--- src/rtl/uart_pkg.sv ---
// Shared UART definitions: receive FSM states, baud divisor helper and board defaults.
package uart_pkg;

    // Board clock and line rate shared by the RX front end and the future TX stage.
    localparam int unsigned CLK_HZ_DEFAULT = 25_000_000;
    localparam int unsigned BAUD_DEFAULT   = 115_200;

    typedef enum logic [2:0] {
        StIdle,
        StStart,
        StData,
        StStop,
        StBreak
    } uart_rx_state_t;

    // Clock cycles per bit, rounded to nearest.
    function automatic int unsigned clks_per_bit(input int unsigned clk_hz,
                                                 input int unsigned baud);
        return (clk_hz + baud / 2) / baud;
    endfunction

endpackage

--- src/rtl/byte_fifo.sv ---
// Show-ahead byte FIFO: o_data always presents the head entry.
module byte_fifo #(
    parameter int unsigned DEPTH = 4
) (
    input  logic                       i_clk,
    input  logic                       i_rst,
    input  logic                       i_push,
    input  logic [7:0]                 i_data,
    input  logic                       i_pop,
    output logic [7:0]                 o_data,
    output logic                       o_full,
    output logic                       o_empty,
    output logic [$clog2(DEPTH):0]     o_count
);

    localparam int unsigned AW = $clog2(DEPTH);
    localparam logic [AW:0] FULL_COUNT = (AW + 1)'(DEPTH);

    logic [7:0]    r_mem [DEPTH];
    logic [AW-1:0] r_wr_ptr;
    logic [AW-1:0] r_rd_ptr;
    logic [AW:0]   r_count;
    logic          w_do_push;
    logic          w_do_pop;

    assign o_empty = (r_count == '0);
    assign o_full  = (r_count == FULL_COUNT);
    assign o_data  = r_mem[r_rd_ptr];
    assign o_count = r_count;

    // A pop on an empty FIFO is ignored; a push while full only lands if a pop frees a slot.
    assign w_do_pop  = i_pop && !o_empty;
    assign w_do_push = i_push && (!o_full || w_do_pop);

    // Storage, pointers and occupancy; memory resets to zero so the head reads 8'h00.
    always_ff @(posedge i_clk or posedge i_rst) begin
        if (i_rst) begin
            r_wr_ptr <= '0;
            r_rd_ptr <= '0;
            r_count  <= '0;
            for (int i = 0; i < int'(DEPTH); i++) begin
                r_mem[i] <= '0;
            end
        end else begin
            if (w_do_push) begin
                r_mem[r_wr_ptr] <= i_data;
                r_wr_ptr        <= r_wr_ptr + AW'(1);
            end
            if (w_do_pop) begin
                r_rd_ptr <= r_rd_ptr + AW'(1);
            end
            if (w_do_push && !w_do_pop) begin
                r_count <= r_count + (AW + 1)'(1);
            end else if (!w_do_push && w_do_pop) begin
                r_count <= r_count - (AW + 1)'(1);
            end
        end
    end

endmodule

--- src/rtl/uart_rx_fifo.sv ---
// UART 8N1 receiver with input synchroniser, feeding a show-ahead byte FIFO.
module uart_rx_fifo
    import uart_pkg::*;
#(
    parameter int unsigned CLK_HZ     = CLK_HZ_DEFAULT,
    parameter int unsigned BAUD       = BAUD_DEFAULT,
    parameter int unsigned FIFO_DEPTH = 4
) (
    input  logic                          pll_clk,
    input  logic                          rst,
    input  logic                          rx_pin,
    output logic [7:0]                    data_o,
    output logic                          valid_o,
    input  logic                          ready_i,
    output logic                          frame_err_o,
    output logic                          overflow_o,
    output logic [$clog2(FIFO_DEPTH):0]   count_o
);

    localparam int unsigned CLKS_PER_BIT = clks_per_bit(CLK_HZ, BAUD);
    localparam int unsigned CW           = $clog2(CLKS_PER_BIT);
    localparam logic [CW-1:0] HALF_LOAD  = CW'(CLKS_PER_BIT / 2 - 1);
    localparam logic [CW-1:0] FULL_LOAD  = CW'(CLKS_PER_BIT - 1);

    logic [1:0]     r_sync;
    logic           w_rx_s;
    uart_rx_state_t r_state, w_state_d;
    logic [CW-1:0]  r_cnt, w_cnt_d;
    logic [2:0]     r_bit_idx, w_bit_idx_d;
    logic [7:0]     r_shift, w_shift_d;
    logic           r_frame_err, w_frame_err_d;
    logic           r_overflow, w_overflow_d;
    logic           w_expire;
    logic           w_push;
    logic           w_pop;
    logic           w_full;
    logic           w_empty;

    assign w_rx_s   = r_sync[1];
    assign w_expire = (r_cnt == '0);
    assign w_pop    = ready_i && !w_empty;

    // Two-flop synchroniser; resets to the idle-high line level.
    always_ff @(posedge pll_clk or posedge rst) begin
        if (rst) begin
            r_sync <= 2'b11;
        end else begin
            r_sync <= {r_sync[0], rx_pin};
        end
    end

    // Receive FSM and datapath registers.
    always_ff @(posedge pll_clk or posedge rst) begin
        if (rst) begin
            r_state     <= StIdle;
            r_cnt       <= '0;
            r_bit_idx   <= '0;
            r_shift     <= '0;
            r_frame_err <= 1'b0;
            r_overflow  <= 1'b0;
        end else begin
            r_state     <= w_state_d;
            r_cnt       <= w_cnt_d;
            r_bit_idx   <= w_bit_idx_d;
            r_shift     <= w_shift_d;
            r_frame_err <= w_frame_err_d;
            r_overflow  <= w_overflow_d;
        end
    end

    // Next-state logic: mid-bit sampling driven by a down-counter that expires at zero.
    always_comb begin
        w_state_d     = r_state;
        w_cnt_d       = r_cnt;
        w_bit_idx_d   = r_bit_idx;
        w_shift_d     = r_shift;
        w_push        = 1'b0;
        w_frame_err_d = 1'b0;
        unique case (r_state)
            StIdle: begin
                if (!w_rx_s) begin
                    w_cnt_d   = HALF_LOAD;
                    w_state_d = StStart;
                end
            end
            StStart: begin
                if (!w_expire) begin
                    w_cnt_d = r_cnt - CW'(1);
                end else if (w_rx_s) begin
                    w_state_d = StIdle;
                end else begin
                    w_cnt_d     = FULL_LOAD;
                    w_bit_idx_d = '0;
                    w_state_d   = StData;
                end
            end
            StData: begin
                if (!w_expire) begin
                    w_cnt_d = r_cnt - CW'(1);
                end else begin
                    w_shift_d = {w_rx_s, r_shift[7:1]};
                    w_cnt_d   = FULL_LOAD;
                    if (r_bit_idx == 3'd7) begin
                        w_state_d = StStop;
                    end else begin
                        w_bit_idx_d = r_bit_idx + 3'd1;
                    end
                end
            end
            StStop: begin
                if (!w_expire) begin
                    w_cnt_d = r_cnt - CW'(1);
                end else if (w_rx_s) begin
                    w_push    = 1'b1;
                    w_state_d = StIdle;
                end else begin
                    w_frame_err_d = 1'b1;
                    w_state_d     = StBreak;
                end
            end
            StBreak: begin
                // Hold here until the line returns high so a stuck-low line yields one error.
                if (w_rx_s) begin
                    w_state_d = StIdle;
                end
            end
            default: begin
                w_state_d = StIdle;
            end
        endcase
        w_overflow_d = w_push && w_full && !w_pop;
    end

    byte_fifo #(
        .DEPTH (FIFO_DEPTH)
    ) u_fifo (
        .i_clk   (pll_clk),
        .i_rst   (rst),
        .i_push  (w_push),
        .i_data  (w_shift_d),
        .i_pop   (ready_i),
        .o_data  (data_o),
        .o_full  (w_full),
        .o_empty (w_empty),
        .o_count (count_o)
    );

    assign valid_o     = !w_empty;
    assign frame_err_o = r_frame_err;
    assign overflow_o  = r_overflow;

endmodule
--- config.mk ---
export PLATFORM = sky130hd
export DESIGN_NAME = uart_rx_fifo
export DESIGN_NICKNAME = d
export VERILOG_FILES = /design/src/rtl/uart_pkg.sv /design/src/rtl/byte_fifo.sv /design/src/rtl/uart_rx_fifo.sv
export SDC_FILE = /design/constraint.sdc
export NUM_CORES = 1
export LEC_CHECK = 0
export ABC_AREA = 1
export CAP_MARGIN = 30
export CORE_ASPECT_RATIO = 0.5
export CORE_MARGIN = 2
export CORE_UTILIZATION = 40
export DETAILED_ROUTE_END_ITERATION = 6
export PLACE_DENSITY = 0.62
export SKIP_LAST_GASP = 1
export SYNTH_ARGS = -nofsm -noshare
export SYNTH_HDL_FRONTEND = slang
export SYNTH_SLANG_ARGS = --single-unit
--- constraint.sdc ---
create_clock -name pll_clk -period 3.2 [get_ports pll_clk]
set_input_delay 0.96 -clock pll_clk [delete_from_list [all_inputs] [get_ports pll_clk]]
set_output_delay 0.96 -clock pll_clk [all_outputs]
set_load 0.005 [all_outputs]
==> results by group, run 1 <==
Global route
  • M3 GR Usage: 0.0556
  • Met1 usage: 0.256
  • Largest net degree at the start of global routing: 38
  • Initial antenna violation count: 0
  • Grt peak-use layer: met2
  • Number of global-route vias before repair: 2,560
  • Global Route Usage Sum: 0.189
  • Congestion Overflow GR: 0
  • Met2 Track Usage GR: 0.289
  • Global-route wire length before repair: 12,800 um

Placed design
  • Pre-CTS setup slack: 0.319 ns
  • Port bufs: 17
  • Dpl cells: 546
  • Final Wtd Congestion: 0.857
  • Post-DP HPWL: 5180 um

CTS
  • Post-CTS Hold Buffers: 0
  • Clk buf depth: 2
  • CTS root buf: clkbuf_16
  • CTS tree: yes
  • Post-CTS Setup Bufs: 0
  • TritonCTS Buffers: 9
  • Clock Latency Late Sink: 0.33 ns
  • H-tree levels: 3
  • Clk pin slew, worst setup/hold paths: 0.05 ns
  • Clock sinks: 65
  • # resized after CTS: 0

Outcome
  • Outcome: completed

Critical path
  • CP Class: flip-flop to output port
  • Max Fanout on Critical Path: 10
  • Setup crit start kind: flip-flop
  • Crit end category: output port
  • WP data required: 2.24 ns
  • CP arrival: 1.95 ns

STA
  • Unrepaired setup endpoints after global routing: false
  • Slew HR: 0.668
  • Sum Neg Setup Slack: 0 ns
  • Final Max Slew Viols: 0
  • Fmax: 0.344 GHz
  • Min Clock Period, post-route: 2.91 ns
  • Setup WS post-layout: 0.294 ns
  • Post-route clock period utilization: 0.908
  • Slew @ Worst Pin: 0.497 ns
  • Clock Skew: 0.00754 ns
  • Final setup violation count: 0
  • Fin. Hold Viols: 0

Power
  • Leak pwr: 2.04 nW
  • Pwr per Cell Area: 619 nW/um2
  • IR Drop Worst-Case VDD: 0.000432 V

Floorplanning
  • Die H: 68.1 um
  • Num rows: 23
  • Die area: 9010 um2
  • Die X: 132 um
  • Core Area: 8000 um2
  • Initial Util: 0.411
  • Ports: 18

Layout
  • Most common cell after layout, fill and taps aside: nand2_1
  • # diodes: 0
  • Final cell count without fillers: 562
  • Utilization after layout: 0.491
  • Fin nets: 459
  • Layout cells sized above 1: 0.0956
  • Layout area overhead: 19.3%
  • Most frequent cells in the layout: 172 x nand2_1, 63 x dfrtp_1, 43 x nor2_1

Drt
  • TritonRoute pass-1 iters: 4
  • Final wirelength: 7490 um
  • Vias per cell: 4.76
  • DRT iter0 DRCs: 256
  • DRC errors left: 0
  • DR WL/cell: 13.3 um
  • Via count: 2,674
  • Post-DRT Antenna Nets: 0

Yosys
  • Average cell area after synthesis: 7.89 um2
  • Post-synthesis cell count: 417
  • Count of cell types in the netlist: 27
  • Post-Syn Nets: 431
  • Yosys warning count: 0
  • Yosys reg bits: 65
  • Synth Cell Area: 3290 um2
  • Sequential cell area fraction in the yosys report: 0.495

Flow run
  • Max Cap Viol: 0

Worst hold path
  • HP Class: flip-flop to flip-flop
-- cells by family after synthesis --
logic type,share of synthesized area
XOR/XNOR,0.0160
buffers and inverters,0.0460
AND/OR/NAND/NOR,0.346
adder cells (fa/ha/maj),0.0403
AO/OA/AOI/OAI,0.0563
flip-flops,0.495
-- state kept, by name (all words and copies together), names as in the netlist --
signal	count
u_fifo.r_mem	32
r_cnt	8
r_shift	8
r_bit_idx	3
r_state	3
u_fifo.o_count	3
r_sync	2
u_fifo.r_rd_ptr	2
u_fifo.r_wr_ptr	2
frame_err_o	1
overflow_o	1
-- critical path, cell delays in order, from the launching register on --
cell	delay (ns)
dfrtp_1	0.51
inv_1	0.27
o21ai_0	0.14
o22ai_1	0.17
clkdlybuf4s50_1	0.53
-- layout make-up --
cell class / instances / area, um2
inverter: 32 / 120
fill: 794 / 4080
multi-input combinational: 314 / 1510
tap: 112 / 140
clock buffer: 11 / 243
timing repair buffer: 23 / 228
sequential: 65 / 1630
clock inverter: 5 / 55.1
-- layer usage --
layer  vias to the layer above  share of wire
li1                       1376              -
met1                      1255           0.52
met2                        39           0.43
met3                         4          0.044
met4                         0         0.0079
met5                         -              0
-- stage by stage --
| stage | cell area, um2 | hold WS [ns] | total power [mW] |
|---|---|---|---|
| 2_1_floorplan | 3290 | 0.345 | 1.19 |
| 3_3_place_gp | 3630 | 0.347 | 1.46 |
| 3_5_place_dp | 3630 | 0.352 | 1.46 |
| 4_1_cts | 3930 | 0.359 | 2.46 |
| 5_1_grt | 3930 | 0.361 | 2.57 |
| 6_report | 3930 | 0.358 | 2.43 |
-- synth_stat cells, drive strengths merged --
cell | instances | area, um2
dfrtp | 63 | 1580
and2 | 1 | 6.26
nand2 | 177 | 677
o21ai | 22 | 114
a21oi | 3 | 15.0
nand4 | 11 | 81.3
dfstp | 2 | 52.6
xor2 | 5 | 43.8
xnor2 | 1 | 8.76
nor2 | 51 | 241
buf | 2 | 16.3
nand3 | 22 | 123
fa | 1 | 20.0
nor3 | 1 | 5.00
clkbuf | 4 | 15.0
ha | 9 | 113
inv | 32 | 120
nor4 | 1 | 6.26
o22ai | 9 | 56.3
-- final timing paths --
path / startpoint / end / slack [ns] / cells after the start
worst max-delay path: u_fifo.r_rd_ptr[1] / data_o[2] / 0.29 / 4
max in group asynchronous: rst / r_sync[0] / 1.73 / 3
worst min register to register: r_sync[0] / r_sync[1] / 0.36 / 0
worst max register to register: r_cnt[0] / u_fifo.o_count[2] / 0.94 / 13
worst min-delay path: r_sync[0] / r_sync[1] / 0.36 / 0
min in group asynchronous: rst / frame_err_o / 0.88 / 2
-- power by group --
group | total [mW] | internal, mW | switching, mW
sequential | 0.904 | 0.858 | 0.0463
combinational | 0.540 | 0.271 | 0.269
clock | 0.987 | 0.621 | 0.366
total | 2.43 | 1.75 | 0.681
Power figures use the tool's default switching activity.
==> run 2, diff against run 1 <==
- CAP_MARGIN: 30 -> not set
- TNS_END_PERCENT: not set -> 10
==> results of run 2 <==
Same layout as run 1: the final DEF is identical, and so are final timing and power.
==> RTL edit, RTL diff (config.mk and constraints of run 1) <==
`BAUD_DEFAULT`: 115_200 -> 230_400.
--- a/src/rtl/uart_pkg.sv
+++ b/src/rtl/uart_pkg.sv
@@ -4,5 +4,5 @@
     // Board clock and line rate shared by the RX front end and the future TX stage.
     localparam int unsigned CLK_HZ_DEFAULT = 25_000_000;
-    localparam int unsigned BAUD_DEFAULT   = 115_200;
+    localparam int unsigned BAUD_DEFAULT   = 230_400;
 
     typedef enum logic [2:0] {
Behaviour: no difference found for any inputs over 10 cycles, from zero or initial values and one cycle with rst high; that may be too few to reach the edited logic, so the function may still have changed.
==> RTL edit against run 1 <==
Combinational power about the same; sequential power is 1% lower; power shrank 1.9%; area after synthesis shrank 2.9%; design area shrank 3.3%; global-route usage fell by 0.11 points; sequential cell count decreased by 1; wire length fell by 6.2%; worst setup slack worse by 69 ps; highest routed layer unchanged.
==> RTL edit: results (changes against run 1) <==
Finish
  • Largest regs: u_fifo.r_mem (32), r_shift (8), r_cnt (7)
  • Post-Layout Cell Count: 528 (-6.0%)
  • Fill count: 728 (-8.3%)
  • Layout cells sized above 1: 0.105 (+0.00921)
  • Net count, final: 428 (-6.8%)

Pwr
  • Psw: 673 uW (-1.2%)
  • Leak: 1.99 nW (-2.6%)
  • Comb group: 539 uW (about the same)
  • Peak supply drop: 0.000291 V (-33%)

Worst setup path
  • Flop2flop setup slack: 860 ps (-80 ps)
  • Critical path startpoint: u_fifo.r_rd_ptr[0]$_DFFE_PP0P_
  • Crit path to: data_o[4]
  • Arr. time, crit path: 2010 ps (+60 ps)
  • CP max FO: 17 (+7)

Placed design
  • Dpl hpwl: 4620 um (-11%)
  • Dpl cells: 512 (-6.2%)

Routing
  • DR vias/cell: 4.82 (+1.3%)
  • Wire length on met3: 400 um (+21%)
  • DRT met1 WL: 3400 um (-13%)

Global route
  • M2 GR Usage: 0.296 (+0.00740)
  • Largest net degree at the start of global routing: 65 (+71%)
  • Number of global-route vias before repair: 2447 (-4.4%)
  • Total track usage: 0.188 (-0.00112)
  • Met3 Usage GRT: 0.0547 (-0.000880)

Yosys
  • Largest cells by area after synthesis: dfrtp_1, nand2_1, nor2_1
  • Syn_area_per_cell: 8.21 um2 (+4.1%)
  • Top cells by count, synth: nand2_1, dfrtp_1, nor2_1
  • Post-synthesis cell type count: 28 (+3.7%)

Timing
  • Worst Skew: 7.09 ps (-0.451 ps)
  • Worst rel slew slack: 0.643 (-0.0248)

Run status
  • Outcome: finished, final reports clean
## RTL edit: stage by stage
step | hold WS [ps] | area, um2 | setup slack, ps | util | power (mW)
after floorplan | 345 | 3190 | 645 | - | 1.17
after global placement | 347 | 3510 | 336 | 0.465 | 1.45
after detailed placement | 350 | 3510 | 252 | 0.465 | 1.44
after CTS | 358 | 3800 | 257 | 0.503 | 2.41
after global routing | 359 | 3800 | 116 | 0.503 | 2.52
final | 355 | 3800 | 225 | 0.503 | 2.38
## RTL edit: worst max-delay path, delay by kind of cell (launching register included)
kind / cells / cell delay, ps
buffers and inverters: 2 / 950
DFF: 1 / 380
AOI/OAI and AO/OA: 2 / 370
## RTL edit: cells by family (layout without fill, tap and decap cells)
| group | count (synthesis) | in the layout | synth area share |
|---|---|---|---|
| AO/OA/AOI/OAI | 38 | 38 | 0.0670 |
| flip-flops | 64 | 64 | 0.502 |
| adder cells (fa/ha/maj) | 9 | 9 | 0.0376 |
| AND/OR/NAND/NOR | 239 | 239 | 0.335 |
| buffers and inverters | 34 | 65 | 0.0450 |
| XOR/XNOR | 5 | 5 | 0.0137 |
## RTL edit: how the worst min path moves through the flow
stage / slack (ps) / depth (start not counted) / end
after floorplan: 350 / 0 / r_sync[1]$_DFF_PP1_
after global placement: 350 / 0 / r_sync[1]$_DFF_PP1_
after detailed placement: 350 / 0 / r_sync[1]$_DFF_PP1_
after CTS: 360 / 0 / r_sync[1]$_DFF_PP1_
after global routing: 360 / 0 / r_sync[1]$_DFF_PP1_
final: 360 / 0 / r_sync[1]$_DFF_PP1_
## RTL edit: final cells by class
type / count / area share
well taps: 108 / 0.0356
inverters: 28 / 0.0290
flip-flops and latches: 64 / 0.422
clock buffers: 10 / 0.0603
clock inverters: 6 / 0.0158
multi-input cells: 291 / 0.381
repair buffers: 21 / 0.0560
